**src/rtl/uart_cmd_decoder.sv**
```systemverilog
// ASCII command decoder between the UART RX strobe and the watch core.
// Buffers RX bytes in a small FIFO, pulses virtual buttons and optionally echoes each byte.
module uart_cmd_decoder #(
    parameter int FIFO_DEPTH = 4,
    parameter bit ECHO_EN    = 1'b1
) (
    input  logic       clk,
    input  logic       rst,
    input  logic [7:0] rx_data,
    input  logic       rx_done,
    input  logic       tx_busy,
    output logic       tx_start,
    output logic [7:0] tx_data,
    output logic       btn_u,
    output logic       btn_d,
    output logic       btn_l,
    output logic       btn_r,
    output logic [1:0] sw_uart,
    output logic       clr,
    output logic       overflow
);
    localparam int AW = $clog2(FIFO_DEPTH);
    localparam logic [AW:0] DEPTH_C = (AW+1)'(FIFO_DEPTH);

    typedef enum logic [1:0] {IDLE, DECODE, ECHO} state_t;

    state_t         state, state_n;
    logic [7:0]     mem [FIFO_DEPTH];
    logic [AW-1:0]  wr_ptr, rd_ptr;
    logic [AW:0]    count;
    logic           full, empty, push, pop;
    logic [7:0]     cmd_reg, cmd_n, echo_reg, echo_n, tx_data_n;
    logic           tx_start_n, btn_u_n, btn_d_n, btn_l_n, btn_r_n, clr_n;
    logic [1:0]     sw_n;

    assign full  = (count == DEPTH_C);
    assign empty = (count == '0);
    assign pop   = (state == IDLE) && !empty;
    // A full FIFO still accepts a byte in the same cycle the head is popped.
    assign push  = rx_done && (!full || pop);

    always_ff @(posedge clk) begin
        if (push) mem[wr_ptr] <= rx_data;
    end

    always_ff @(posedge clk or negedge rst) begin
        if (!rst) begin
            wr_ptr   <= '0;
            rd_ptr   <= '0;
            count    <= '0;
            overflow <= 1'b0;
        end else begin
            if (push) wr_ptr <= wr_ptr + 1'b1;
            if (pop)  rd_ptr <= rd_ptr + 1'b1;
            case ({push, pop})
                2'b10:   count <= count + 1'b1;
                2'b01:   count <= count - 1'b1;
                default: count <= count;
            endcase
            if (rx_done && !push) overflow <= 1'b1;
        end
    end

    always_ff @(posedge clk or negedge rst) begin
        if (!rst) begin
            state    <= IDLE;
            cmd_reg  <= '0;
            echo_reg <= '0;
            tx_start <= 1'b0;
            tx_data  <= '0;
            btn_u    <= 1'b0;
            btn_d    <= 1'b0;
            btn_l    <= 1'b0;
            btn_r    <= 1'b0;
            clr      <= 1'b0;
            sw_uart  <= 2'b00;
        end else begin
            state    <= state_n;
            cmd_reg  <= cmd_n;
            echo_reg <= echo_n;
            tx_start <= tx_start_n;
            tx_data  <= tx_data_n;
            btn_u    <= btn_u_n;
            btn_d    <= btn_d_n;
            btn_l    <= btn_l_n;
            btn_r    <= btn_r_n;
            clr      <= clr_n;
            sw_uart  <= sw_n;
        end
    end

    always_comb begin
        state_n    = state;
        cmd_n      = cmd_reg;
        echo_n     = echo_reg;
        tx_data_n  = tx_data;
        sw_n       = sw_uart;
        tx_start_n = 1'b0;
        btn_u_n    = 1'b0;
        btn_d_n    = 1'b0;
        btn_l_n    = 1'b0;
        btn_r_n    = 1'b0;
        clr_n      = 1'b0;
        case (state)
            IDLE: begin
                if (pop) begin
                    cmd_n   = mem[rd_ptr];
                    state_n = DECODE;
                end
            end
            DECODE: begin
                echo_n = cmd_reg;
                // Setting bit 5 folds upper case onto lower case; only letter pairs alias.
                case (cmd_reg | 8'h20)
                    8'h75:   btn_u_n = 1'b1;
                    8'h64:   btn_d_n = 1'b1;
                    8'h6C:   btn_l_n = 1'b1;
                    8'h72:   btn_r_n = 1'b1;
                    8'h6D:   sw_n[0] = ~sw_uart[0];
                    8'h73:   sw_n[1] = ~sw_uart[1];
                    8'h63:   clr_n   = 1'b1;
                    default: echo_n  = 8'h3F;
                endcase
                state_n = ECHO_EN ? ECHO : IDLE;
            end
            ECHO: begin
                if (!tx_busy) begin
                    tx_start_n = 1'b1;
                    tx_data_n  = echo_reg;
                    state_n    = IDLE;
                end
            end
            default: state_n = IDLE;
        endcase
    end
endmodule

```
**config.mk**
```make
export PLATFORM = sky130hd
export DESIGN_NAME = uart_cmd_decoder
export DESIGN_NICKNAME = d
export VERILOG_FILES = /design/src/rtl/uart_cmd_decoder.sv
export SDC_FILE = /design/constraint.sdc
export NUM_CORES = 1
export LEC_CHECK = 0
export ABC_AREA = 1
export CELL_PAD_IN_SITES_DETAIL_PLACEMENT = 1
export CELL_PAD_IN_SITES_GLOBAL_PLACEMENT = 2
export CORE_UTILIZATION = 37
export DETAILED_ROUTE_END_ITERATION = 16
export PLACE_DENSITY_LB_ADDON = 0.12
export SLEW_MARGIN = 40
export SYNTH_ARGS = -nofsm -noshare
export SYNTH_HDL_FRONTEND = slang
export SYNTH_SLANG_ARGS = --single-unit
```
**constraint.sdc**
```tcl
create_clock -name clk -period 2.43 [get_ports clk]
set_input_delay 0.486 -clock clk [delete_from_list [all_inputs] [get_ports clk]]
set_output_delay 0.486 -clock clk [all_outputs]
set_load 0.01 [all_outputs]
```
# Yosys cells after proc, flatten, opt, wreduce, memory -nomap -nowiden
# Memories as Yosys holds them, arrays and structs flattened. A register that Yosys moved wholly into a read port is not among the register bits.
# Index checks and enable logic that the tools add are counted.
# W data, S select, Z words.
# totals
ramBits	32
n_memories	1
out_inout_bits	17
word_cells	73
in_bits	12
ff_bits	34
# mem_list
memory	depth	width	rd	rd_clocked_by_memory_dff	wr	line_no	text
mem	4	8	1	1	1	28	logic [7:0] mem [FIFO_DEPTH];
# op_classes
add_sub_neg	4
bitwise	3
mux	19
eq_ne	14
reduce_logical	17
# ops
operator	n
$eq A7 B6 Y1 const B	7
$mux W1	14
$reduce_and A2 Y1	5
$mux W8	1
$reduce_or A7 Y1	1
$pmux W2 S3	1
$pmux W3 S2	1
$add A2 B1 Y2 const B	2
$eq A2 B1 Y1 const B	2
$eq A2 B2 Y1 const B	2
$logic_not A1 Y1	4
$mux W2	2
$ne A2 B2 Y1 const B	2
$add A3 B1 Y3 const B	1
$eq A3 B3 Y1 const B	1
$logic_and A1 B1 Y1	3
$logic_not A3 Y1	1
$not A1 Y1	3
$sub A3 B1 Y3 const B	1
$logic_not A2 Y1	1
$reduce_bool A2 Y1	1
$logic_or A1 B1 Y1	1

# Longest topological paths before layout
# depth
ltp_word	7
ltp_mapped	11
ltp_nobuf	10

# Worst setup path before layout
# Ideal clock, no wire load.
# synth_path
path_type	reg2reg
from	register state[0]
to	register count[2]
period_less_slack_ns	2.006
stages_incl_launch_ff	11
t_required_ns	2.299
path_slack_ns	0.424
arrival_ns	1.875
setup_ns	0.131
n_path_buf	1
cell_sequence	dfrtp_1 -> nor2_1 -> nand2_1 -> inv_2 -> buf_6 -> ha_1 -> inv_1 -> fa_1 -> a21oi_1 -> o21ai_0 -> xor2_1
# synth_between
elab_chain_cells	6
elab_cells_between_ends	8
classes_between	eq/ne (2); mux (1); reduce/logical (5)
# synth_lines
item	line_no	text
start, declared	27	state_t state, state_n;
start signal, assigned	78	state <= state_n;
$logic_not A2 Y1 (*)	38	assign pop = (state == IDLE) && !empty;
$logic_and A1 B1 Y1 (*)	38	
named net pop	31	logic full, empty, push, pop;
$logic_or A1 B1 Y1	40	assign push = rx_done && (!full || pop);
$logic_and A1 B1 Y1	40	
$eq A2 B1 Y1 or $eq A2 B2 Y1 (tied branches)	55	case ({push, pop})
$pmux W3 S2 or $reduce_bool A2 Y1 (tied branches)	--	
end signal, assigned	56	2'b10: count <= count + 1'b1;
end signal, assigned	57	2'b01: count <= count - 1'b1;
end signal, assigned	58	default: count <= count;
end, declared	30	logic [AW:0] count;
# Mark *: on every way through the listed nets, which the timed path passes. The rest lies on a longest branch.
# A chain may end at the register's enable or synchronous reset.

# Worst setup path in the final report
# layout_path
from	register count[0]
to	register count[2]
# layout_between
elab_chain_cells	7
elab_cells_between_ends	13
classes_between	add/sub (2); eq/ne (3); mux (1); reduce/logical (7)
# layout_lines
item	line_no	text
$logic_not A3 Y1	37	assign empty = (count == '0);
$logic_not A1 Y1	38	
$logic_and A1 B1 Y1	38	
$logic_or A1 B1 Y1	40	
$logic_and A1 B1 Y1	40	
$eq A2 B1 Y1 or $eq A2 B2 Y1 (tied branches)	55	
$pmux W3 S2 or $reduce_bool A2 Y1 (tied branches)	--	
# Several ways; a longest one is shown, not always the timed one.

==> out/results.ini <==
[setup_path]
start_kind=flop
crit_path_max_incr_delay_ns=0.42
required_ns=2.65
cp_max_fo=8
crit_type=reg2reg
critPathTopFamily=adder cells
slowest_stage=dfrtp_1
worst_ep_arrival_time_ns=2.32
worstPathCellList=nor2_2 -> nand2_1 -> o21ai_4 -> ha_1 -> inv_1 -> fa_1 -> a21oi_1 -> o21ai_0 -> xor2_1
critical_path_buf_inv_count=1
critPathCaptureType=flop

[placed_design]
dp_cells=411
placed_area_um2=3430
hpwl_um=4040
place.gp.congestion=0.743
io_buffers=28

[timing]
fmax_mhz=477
rsz0062_at_grt=no
max-slew-margin-rel=0.661
setup_violations=0
hold_violations=0
period_needed_ns=2.09
post-route-period-util=0.862
slew_viol_final=0
finalSetupTns_ns=0
skew_ns=0.0125
worst_pin_slew_ns=0.508

[synthesis]
synth_compound_area_frac=0.0761
synthCells=279
syn_area_per_cell_um2=10.8
yosysSeqAreaShare=0.668
yosys.area_share.simple=0.163
synth_fp_nets=297
synth_warnings=0
synth_seq_cells=74
yosys.cell_types.count=27
muxShareOfSynthArea=0
yosys.area_share.adder=0.0274
synth_xor_area_frac=0.0175
synth_top_family_by_area=simple AND/OR/NAND/NOR gates
netlist_area_um2=3010

[global_routing]
grt_max_degree=19
grt_usage=0.159
grt_pass1_wl_um=9960
globalRouteOverflowTotal=0
antenna_found_initial=0
grt_pass1_vias=2025

[cells_and_area]
largest_reg_flops=32
layout.nets=339
stdcell_area_um2=3690
stdcell_count=428
num_antenna_cells=0
top_register=mem
drive_gt1_frac=0.107
area_growth_pct=22.6

[flow_run]
drv.max_cap_violation_count=0

[pwr]
vdd_drop_max_mv=0.444
pwr-share-seq=0.418
power.leakage_nw=1.54
power_density_nw_per_um2=1280
clock_power_share=0.242
p_int_mw=3.02
power.total_mw=4.71
netSwitchingPower_mw=1.68
swShare=0.358
combPwrFrac=0.340

[floorplan]
io_pins=29
die_w_um=92.2
start_util=0.386
core_region_area_um2=7810
die-area_um2=8500
die_h_um=92.2
num_rows=32

[drt]
viasPerCell=4.68
dr.pass1.iters=4
vias=2003
drtIter0Drc=45
routedWlPerCell_um=13.8
routed_wl_um=5900
drc=0
ant_nets=0

[clock_network]
clockBufferDepth=2
cts_tree=yes
cts.sinks=74
root_buffer=clkbuf_8
h-tree-depth=3
cts_buffers=9
clock_latency_ns=0.35
path_clk_slew_ns=0.08

[worst_hold_path]
hold_path.class=reg2reg

[outcome]
status=finished clean

[power by group through the flow]
stage | Combinational [mW] | Sequential, mW | Clock, mW
finish | 1.60 | 1.97 | 1.14
global placement | 1.57 | 1.98 | 0
floorplan | 1.07 | 1.96 | 0
CTS | 1.63 | 1.97 | 1.18
global route | 1.84 | 2.02 | 1.23
detailed placement | 1.62 | 2.00 | 0
[path summary, 6_finish.rpt]
path	from	endpoint	slack (ns)	cells past startpoint
worst max-delay path	count[0]$_DFFE_PN0P_	count[2]$_DFFE_PN0P_	0.34	9
worst min-delay path	overflow$_DFFE_PN0P_	overflow$_DFFE_PN0P_	0.47	1
worst max register to register	count[0]$_DFFE_PN0P_	count[2]$_DFFE_PN0P_	0.34	9
worst min register to register	overflow$_DFFE_PN0P_	overflow$_DFFE_PN0P_	0.47	1
max in group asynchronous	rst	tx_data[1]$_DFFE_PN0P_	1.38	3
min in group asynchronous	rst	tx_data[7]$_DFFE_PN0P_	0.54	2
[routing by layer]
| metal | vias to the layer above | GRT usage | share of wire |
|---|---|---|---|
| met5 | - | 0 | 0 |
| li1 | 1004 | - | - |
| met2 | 33 | 0.259 | 0.47 |
| met4 | 0 | 0.0703 | 0.019 |
| met1 | 957 | 0.194 | 0.47 |
| met3 | 9 | 0.0481 | 0.033 |
[stage by stage]
step	util	hold WS [ns]	setup slack, ns
2_1_floorplan	-	0.190	0.424
3_3_place_gp	0.439	0.376	0.176
3_5_place_dp	0.439	0.375	0.117
4_1_cts	0.471	0.474	0.197
5_1_grt	0.473	0.491	0.100
6_report	0.473	0.467	0.336
[synthesized netlist by cell type]
library cell,n,area [um2]
nor2_1,62,233
nand2_1,45,169
dfrtp_1,42,1050
edfxtp_1,32,961
o21ai_0,23,115
inv_1,22,82.6
a21oi_1,8,40.0
ha_1,5,62.6
nor3_1,5,25.0
o22ai_1,5,31.3
xor2_1,4,35.0
a31oi_1,3,18.8
buf_2,3,15.0
inv_2,3,11.3
nand3_1,3,15.0
buf_6,2,22.5
xnor2_1,2,17.5
a41o_1,1,10.0
buf_4,1,7.51
fa_1,1,20.0
inv_4,1,6.26
nand3_2,1,10.0
nor2_4,1,11.3
nor3_2,1,10.0
nor3_4,1,16.3
o21ai_1,1,5.00
o21ai_2,1,8.76
[timing repair]
item                                    CTS  global route
hold buffers                              1             0
setup buffers                             0             0
resized for setup                         0             2
endpoints found under the setup margin    0             1
endpoints found under the hold margin    10             0
[logic make-up (layout without fill, tap and decap cells)]
group / after synthesis / count (layout)
and+or+nand+nor: 119 / 119
AOI/OAI and AO/OA: 42 / 42
buffers and inverters: 32 / 79
xor gates and xnor gates: 6 / 6
DFF: 74 / 74
adders and majority gates: 6 / 6
[area by class of cell]
cell class                 instances  area, um2
timing repair buffer              37        345
multi-input combinational        173        863
tap                              102        128
clock buffer                       9        124
fill                             875       4120
clock inverter                     7        118
inverter                          26        100
sequential                        74       2010
[cell usage in the layout (no fill, tap or decap), types with 8 or more instances in the layout]
cell type,netlist,layout
dfrtp_1,42,42
a21oi_1,8,8
o21ai_0,23,23
edfxtp_1,32,32
inv_1,22,22
buf_4,1,8
clkdlybuf4s50_1,0,27
nand2_1,45,45
nor2_1,62,61
clkbuf_8,0,9
(Power assumes the default switching activity.)
